--- src/rtl/m_issue_ctrl.sv ---
// m_issue_ctrl: core-side initiator for the riscv_m_unit valid/ready interface.
//
// Watches the decode stage for M-extension ops (OP opcode, funct7=0000001) and
// for the custom modular ops ADDMOD/SUBMOD/MODQ (custom-0 opcode). For each
// match it latches the operands, issues one request to the M unit, holds the
// decode stage with stall while the op is outstanding, and writes the result
// back to the register file.
//
// Ports:
//   clk, reset            clock, synchronous active-high reset
//   dec_*                 decoded instruction and operand values from decode
//   flush                 pipeline flush; outstanding result is discarded
//   stall                 hold decode stage
//   m_valid/m_instruction/m_rs1/m_rs2   request to the M unit
//   m_wr/m_rd/m_busy/m_ready            response/status from the M unit
//   rf_we/rf_waddr/rf_wdata             register-file write port (1-cycle pulse)
//   err_timeout           sticky response-watchdog error
//   issued_cnt            wrapping count of issued requests
module m_issue_ctrl #(
  parameter int TIMEOUT_CYCLES = 64,
  parameter int CNT_W          = 16
) (
  input  logic             clk,
  input  logic             reset,
  input  logic             dec_valid,
  input  logic [31:0]      dec_instruction,
  input  logic [31:0]      dec_rs1_val,
  input  logic [31:0]      dec_rs2_val,
  input  logic             flush,
  output logic             stall,
  output logic             m_valid,
  output logic [31:0]      m_instruction,
  output logic [31:0]      m_rs1,
  output logic [31:0]      m_rs2,
  input  logic             m_wr,
  input  logic [31:0]      m_rd,
  input  logic             m_busy,
  input  logic             m_ready,
  output logic             rf_we,
  output logic [4:0]       rf_waddr,
  output logic [31:0]      rf_wdata,
  output logic             err_timeout,
  output logic [CNT_W-1:0] issued_cnt
);

  // Encodings shared with the M unit (standard OP opcode, custom-0 opcode).
  localparam logic [6:0] OPCODE        = 7'b0110011;
  localparam logic [6:0] OPCODE_CUSTOM = 7'b0001011;
  localparam logic [6:0] FUNCT7_M      = 7'b0000001;
  localparam logic [2:0] F3_ADDMOD     = 3'b000;
  localparam logic [2:0] F3_SUBMOD     = 3'b001;
  localparam logic [2:0] F3_MODQ       = 3'b010;

  localparam int WD_W = $clog2(TIMEOUT_CYCLES + 1);
  localparam logic [WD_W-1:0] WD_LAST = WD_W'(TIMEOUT_CYCLES - 1);

  typedef enum logic [1:0] {S_IDLE, S_ISSUE, S_WAIT, S_WB} state_t;

  state_t            state_q, state_d;
  logic [31:0]       instr_q, instr_d;
  logic [31:0]       rs1_q, rs1_d;
  logic [31:0]       rs2_q, rs2_d;
  logic [4:0]        rd_q, rd_d;
  logic [31:0]       res_q, res_d;
  logic              wr_q, wr_d;
  logic              discard_q, discard_d;
  logic              err_q, err_d;
  logic [WD_W-1:0]   wdog_q, wdog_d;
  logic [CNT_W-1:0]  cnt_q, cnt_d;

  logic [6:0] dec_opc;
  logic [2:0] dec_f3;
  logic       custom_f3;
  logic       match;

  assign dec_opc   = dec_instruction[6:0];
  assign dec_f3    = dec_instruction[14:12];
  assign custom_f3 = (dec_f3 == F3_ADDMOD) || (dec_f3 == F3_SUBMOD) || (dec_f3 == F3_MODQ);
  assign match     = dec_valid && (dec_instruction[31:25] == FUNCT7_M) &&
                     ((dec_opc == OPCODE) || ((dec_opc == OPCODE_CUSTOM) && custom_f3));

  always_comb begin
    state_d   = state_q;
    instr_d   = instr_q;
    rs1_d     = rs1_q;
    rs2_d     = rs2_q;
    rd_d      = rd_q;
    res_d     = res_q;
    wr_d      = wr_q;
    discard_d = discard_q;
    err_d     = err_q;
    wdog_d    = wdog_q;
    cnt_d     = cnt_q;
    stall     = 1'b0;
    m_valid   = 1'b0;
    rf_we     = 1'b0;
    rf_waddr  = 5'd0;
    rf_wdata  = 32'd0;

    unique case (state_q)
      S_IDLE: begin
        if (match) begin
          stall     = 1'b1;
          instr_d   = dec_instruction;
          rs1_d     = dec_rs1_val;
          rs2_d     = dec_rs2_val;
          rd_d      = dec_instruction[11:7];
          discard_d = 1'b0;
          state_d   = S_ISSUE;
        end
      end
      S_ISSUE: begin
        stall = 1'b1;
        // A flush here cancels the op before anything reaches the unit.
        if (flush) begin
          state_d = S_IDLE;
        end else if (!m_busy) begin
          m_valid = 1'b1;
          cnt_d   = cnt_q + CNT_W'(1);
          wdog_d  = '0;
          state_d = S_WAIT;
        end
      end
      S_WAIT: begin
        stall = 1'b1;
        // The request is already in flight, so the unit must still drain;
        // remember to drop the result instead of leaving early.
        if (flush) begin
          discard_d = 1'b1;
        end
        // A response arriving in the last watchdog cycle still counts.
        if (m_ready) begin
          res_d   = m_rd;
          wr_d    = m_wr;
          state_d = S_WB;
        end else if (wdog_q >= WD_LAST) begin
          err_d   = 1'b1;
          state_d = S_IDLE;
        end else begin
          wdog_d = wdog_q + WD_W'(1);
        end
      end
      S_WB: begin
        stall = 1'b1;
        if (wr_q && !discard_q && (rd_q != 5'd0)) begin
          rf_we    = 1'b1;
          rf_waddr = rd_q;
          rf_wdata = res_q;
        end
        state_d = S_IDLE;
      end
      default: state_d = S_IDLE;
    endcase
  end

  always_ff @(posedge clk) begin
    if (reset) begin
      state_q   <= S_IDLE;
      instr_q   <= '0;
      rs1_q     <= '0;
      rs2_q     <= '0;
      rd_q      <= '0;
      res_q     <= '0;
      wr_q      <= 1'b0;
      discard_q <= 1'b0;
      err_q     <= 1'b0;
      wdog_q    <= '0;
      cnt_q     <= '0;
    end else begin
      state_q   <= state_d;
      instr_q   <= instr_d;
      rs1_q     <= rs1_d;
      rs2_q     <= rs2_d;
      rd_q      <= rd_d;
      res_q     <= res_d;
      wr_q      <= wr_d;
      discard_q <= discard_d;
      err_q     <= err_d;
      wdog_q    <= wdog_d;
      cnt_q     <= cnt_d;
    end
  end

  assign m_instruction = instr_q;
  assign m_rs1         = rs1_q;
  assign m_rs2         = rs2_q;
  assign err_timeout   = err_q;
  assign issued_cnt    = cnt_q;

endmodule

--- config.mk ---
export PLATFORM = sky130hd
export DESIGN_NAME = m_issue_ctrl
export DESIGN_NICKNAME = d
export VERILOG_FILES = /design/src/rtl/m_issue_ctrl.sv
export SDC_FILE = /design/constraint.sdc
export NUM_CORES = 1
export LEC_CHECK = 0
export CORE_ASPECT_RATIO = 0.6
export CORE_MARGIN = 2
export CORE_UTILIZATION = 34
export DETAILED_ROUTE_END_ITERATION = 10
export PLACE_DENSITY = 0.67
export SLEW_MARGIN = 25
export SYNTH_ARGS = -nofsm -noshare
export SYNTH_HDL_FRONTEND = slang
export SYNTH_SLANG_ARGS = --single-unit
--- constraint.sdc ---
create_clock -name clk -period 3.22 [get_ports clk]
set_clock_uncertainty 0.1 [all_clocks]
set_input_delay 0.322 -clock clk [delete_from_list [all_inputs] [get_ports clk]]
set_output_delay 0.322 -clock clk [all_outputs]
set_load 0.05 [all_outputs]
* Word-level counts from Yosys, hierarchy flattened *
Cells that the tools add are included.

operators by class
  $add $sub $neg = 2
  order comparisons = 1
  equality and inequality tests = 16
  muxes and demuxes = 25
  bitwise gates (word level) = 3
  reductions and logical operators = 22

operator list
  cell                                                                   number
  32-bit 2-to-1 mux                                                      2
  7-bit 2-to-1 mux                                                       4
  16-bit by 1-bit adder with 16-bit output, second input constant        1
  7-bit case mux with 2 select lines                                     1
  2-bit inequality test, second input constant                           6
  3-bit AND reduction                                                    4
  2-bit 2-to-1 mux                                                       5
  5-bit 2-to-1 mux                                                       2
  1-bit 2-to-1 mux                                                       8
  2-bit case mux with 4 select lines                                     1
  7-bit by 1-bit adder with 7-bit output, second input constant          1
  7-bit by 1-bit == test with 1-bit output, second input constant        1
  7-bit by 4-bit == test with 1-bit output, second input constant        1
  7-bit by 6-bit == test with 1-bit output, second input constant        1
  7-bit by 6-bit >= comparator with 1-bit output, second input constant  1
  3-bit inequality test, second input constant                           2
  1-bit logical AND                                                      5
  5-bit AND reduction                                                    1
  5-bit nonzero test                                                     1
  2-bit == test, second input constant                                   2
  1-bit case mux with 2 select lines                                     2
  2-bit AND reduction                                                    2
  2-bit nonzero test                                                     2
  3-bit by 1-bit == test with 1-bit output, second input constant        1
  8 further kinds                                                        12

word-level totals
  flip-flop bits (word level) = 161
  bits of input ports = 135
  output and inout bits = 153
  word-level logic and storage cells = 80

* Logic depth before layout (Yosys ltp) *
  depth in word-level cells = 8
  mapped depth = 8
  depth with buffers taken out = 5

* Worst setup path before layout *
No wires, ideal clock.

  kind = register -> output
  start point = register m_instruction[7] (netlist name)
  end point = output port rf_waddr[0]
  arrival time = 2.261 ns
  data required time = 2.798 ns
  slack = 0.537 ns
  stages on the path, launching flop included = 5
  buffers on the path = 1
  cells stage by stage = dfxtp_1 > nor3_1 > a21oi_1 > clkbuf_1 > and2_1

RTL lines
  item       line  text
  to (decl)  40    output logic [4:0] rf_waddr,

* Final worst setup path *
  start point = register state_q[0]
  end point = output port rf_we

on the way
  cells in the longest elaborated chain, start to end = 2

ends and longest elaborated chain
  item                    line  text
  from (decl)             59    state_t state_q, state_d;
  from (signal assigned)  170   state_q <= state_d;
  2-bit == test           100   unique case (state_q)
  1-bit 2-to-1 mux        100
  to (decl)               39    output logic rf_we,

No other way between the ends.

==> impl_metrics.json <==
{
  "status": "completed",
  "grt_pass1_vias": 6508,
  "maxCapViolCount": 0,
  "track_usage_pct": 22.2,
  "hp-class": "input port to register",
  "dp_hpwl_microns": 15200,
  "r2r-end": "issued_cnt[15]",
  "power.density_nw_per_um2": 416,
  "synth_seq_cells": 156,
  "portBuffers": 287,
  "core_area_sq_um": 19000,
  "async_flop_share_pct": 0,
  "drc": 0,
  "whs_endpoint": "res_q[24]",
  "setup.worst_path.start_class": "register",
  "clkTransAtPathRegs_ns": 0.06,
  "ys_seq_area_share_pct": 47.3,
  "final_area_sq_um": 10500,
  "gp_congestion": 0.811,
  "critical-path-slowest-cell": "clkdlybuf4s50_1",
  "leakagePower_nw": 4.02,
  "tightest_slew_ns": 0.728,
  "antenna_found_initial": 0,
  "crit_path_max_incr_delay_ns": 0.86,
  "die_h_microns": 112,
  "synth_flop_cell": "dfxtp_1",
  "clockBufferDepth": 2,
  "rrSetupSlack_ns": 0.79,
  "arrival_ns": 2.57,
  "clk_latency_ns": 0.43,
  "final_hold_viol_count": 0,
  "synth_cell_type_count": 41,
  "synthToLayoutAreaGrowth_pct": 58.5,
  "finalCritPeriodShare_pct": 93.0,
  "slew_headroom_pct": 51.4,
  "firstDrtPassIters": 5,
  "end_kind": "output pin",
  "syn_inst": 784,
  "fin_nets": 1161,
  "layout.cells.non_filler": 1283,
  "path_class": "register to output pin",
  "wl_per_cell_microns": 18.0,
  "cts_made_buffers": 17,
  "clock-sinks": 156,
  "detail-route-antenna-nets": 0,
  "tns_ns": 0,
  "worst-path-max-fanout": 37,
  "fp.dieArea_sq_um": 20600,
  "hold_depth": 3,
  "routed-via-count": 6917,
  "drt-total-wl_microns": 23100,
  "syn-num-nets": 921,
  "ir_drop_mv": 0.398,
  "start_util_pct": 34.7,
  "synth_area_sq_um": 6600,
  "gr-total-overflow": 0,
  "drv_slew": 0,
  "path_cells": "nand4b_1 > a21oi_2 > buf_4 > clkdlybuf4s50_1",
  "reg2regPathDepth": 4,
  "cts.htree.levels": 4,
  "die_x_microns": 184,
  "cts_root_buffer": "clkbuf_16",
  "rows": 39,
  "drive_above_1_share_pct": 6.46,
  "diodes": 0,
  "ios": 288,
  "grt_pass1_wl_microns": 36100,
  "viasPerCell": 5.39,
  "synth.avg_cell_area_sq_um": 8.42,
  "finalSetupViolations": 0,
  "cp.required_ns": 2.80,
  "cts_tree": "done",
  "rsz0062_at_grt": "no",
  "synth_enable_flop_cells": 0,
  "grt_max_degree": 79,
  "drtIter0Drc": 413,
  "fin_crit_ns": 3.00,
  "clock.fmax_mhz": 334,
  "dp_cells": 1251,
  "postPlaceCellArea_sq_um": 9750,
  "hold_start": "m_rd[24]",
  "r2r-start": "state_q[0]",
  "synth_warnings": 0
}
## repair_timing
item                       CTS  global route
buffers inserted             0             0
hold buffers                 0             0
resized for setup            0            36
setup endpoints to repair    0            36
## worst max path at each step
stage / slack [ns] / cells after the start / from / end
3_3_place_gp: 0.52 / 5 / flush / issued_cnt[15]
2_1_floorplan: 0.54 / 4 / m_instruction[7] / rf_waddr[0]
5_1_grt: 0.05 / 4 / state_q[0] / rf_we
6_report: 0.22 / 4 / state_q[0] / rf_we
4_1_cts: 0.06 / 5 / state_q[0] / rf_wdata[27]
3_5_place_dp: 0.52 / 5 / flush / issued_cnt[15]
## sequential cells by signal, indices dropped and copies added, names as in the netlist
register,cells
discard_q,1
err_timeout,1
issued_cnt,16
m_instruction,32
m_rs1,32
m_rs2,32
res_q,32
state_q,2
wdog_q,7
wr_q,1
## power breakdown
group,switching [mW],internal (mW)
logic,0.112,0.160
clock network,0.817,1.33
registers,0.0000519,1.93
total,0.930,3.42
## through the flow
stage	utilization, %	power (mW)	worst slack [ns]	hold WS (ns)
after global routing	55.0	4.51	0.0455	0.332
final	55.0	4.35	0.224	0.342
after floorplan	-	2.04	0.537	0.332
after detailed placement	51.2	2.24	0.520	0.342
after global placement	51.2	2.24	0.519	0.342
after CTS	54.5	4.39	0.0560	0.323
## critical path: cells and delay by family, from the launching register on
kind                   cells  cell delay [ns]
flip-flops                 1             0.52
AND/OR/NAND/NOR            1             0.28
buffers and inverters      2             1.15
AO/OA/AOI/OAI              1             0.18
## cell usage after synthesis (5+ instances only)
library cell	number	area [sq um]
dfxtp_1	156	3120
a21oi_1	135	676
nand4_1	89	557
o31ai_1	87	653
clkbuf_1	80	300
nand2_1	75	282
and2_1	37	231
nor2_1	21	78.8
nand3_1	10	50.1
inv_1	9	33.8
nor3b_1	9	67.6
a31oi_1	7	43.8
nor3_1	6	30.0
o21ai_0	6	30.0
xor2_1	6	52.6
buf_1	5	18.8
## layout make-up
type / instances / area (sq um)
well taps: 246 / 308
repair buffers: 309 / 3210
clock buffers: 20 / 457
inverters: 9 / 33.8
fillers: 1743 / 8570
clock inverters: 12 / 169
flip-flops and latches: 156 / 3120
multi-input cells: 531 / 3160
## placed cells by master (no fill, tap or decap), types with 2 or more instances in the layout
cell               n
xor2_1             6
nor2b_1            3
o21ai_0            6
a21oi_1          134
a31oi_1            6
and2_1            37
or4_1              4
nor2_1            19
dlymetal6s2s_1    36
nand2b_1           4
nand3_1           10
clkbuf_16         17
xnor2_1            3
nor3_1             6
nor4b_1            3
and3_1             4
o31ai_1           87
nand2_1           75
nand4_1           89
clkinv_2           5
buf_12             7
clkbuf_8           2
bufinv_16          4
nor4_1             2
or4b_1             2
dfxtp_1          156
ha_1               2
clkdlybuf4s50_1  248
nor3b_1            9
inv_1              9
buf_4             18
clkinvlp_4         2
## routing by layer
| layer | vias to the layer above | part of all wire (%) | track usage, % |
|---|---|---|---|
| li1 | 3365 | - | - |
| met1 | 3250 | 44 | 29.0 |
| met3 | 28 | 11 | 9.78 |
| met2 | 274 | 43 | 32.9 |
| met5 | - | 0 | 0 |
| met4 | 0 | 1.5 | 6.77 |
## kinds of logic (layout without fill, tap and decap cells)
family / count (synthesis) / count (layout) / share of synthesized area [%]
AND/OR/NAND/NOR: 277 / 277 / 23.1
AO/OA/AOI/OAI: 243 / 243 / 22.3
buffers and inverters: 97 / 350 / 5.76
XOR/XNOR: 9 / 9 / 1.19
flip-flops: 156 / 156 / 47.3
adder cells (fa/ha/maj): 2 / 2 / 0.379
Note: power is estimated with default switching activity, not from simulation.
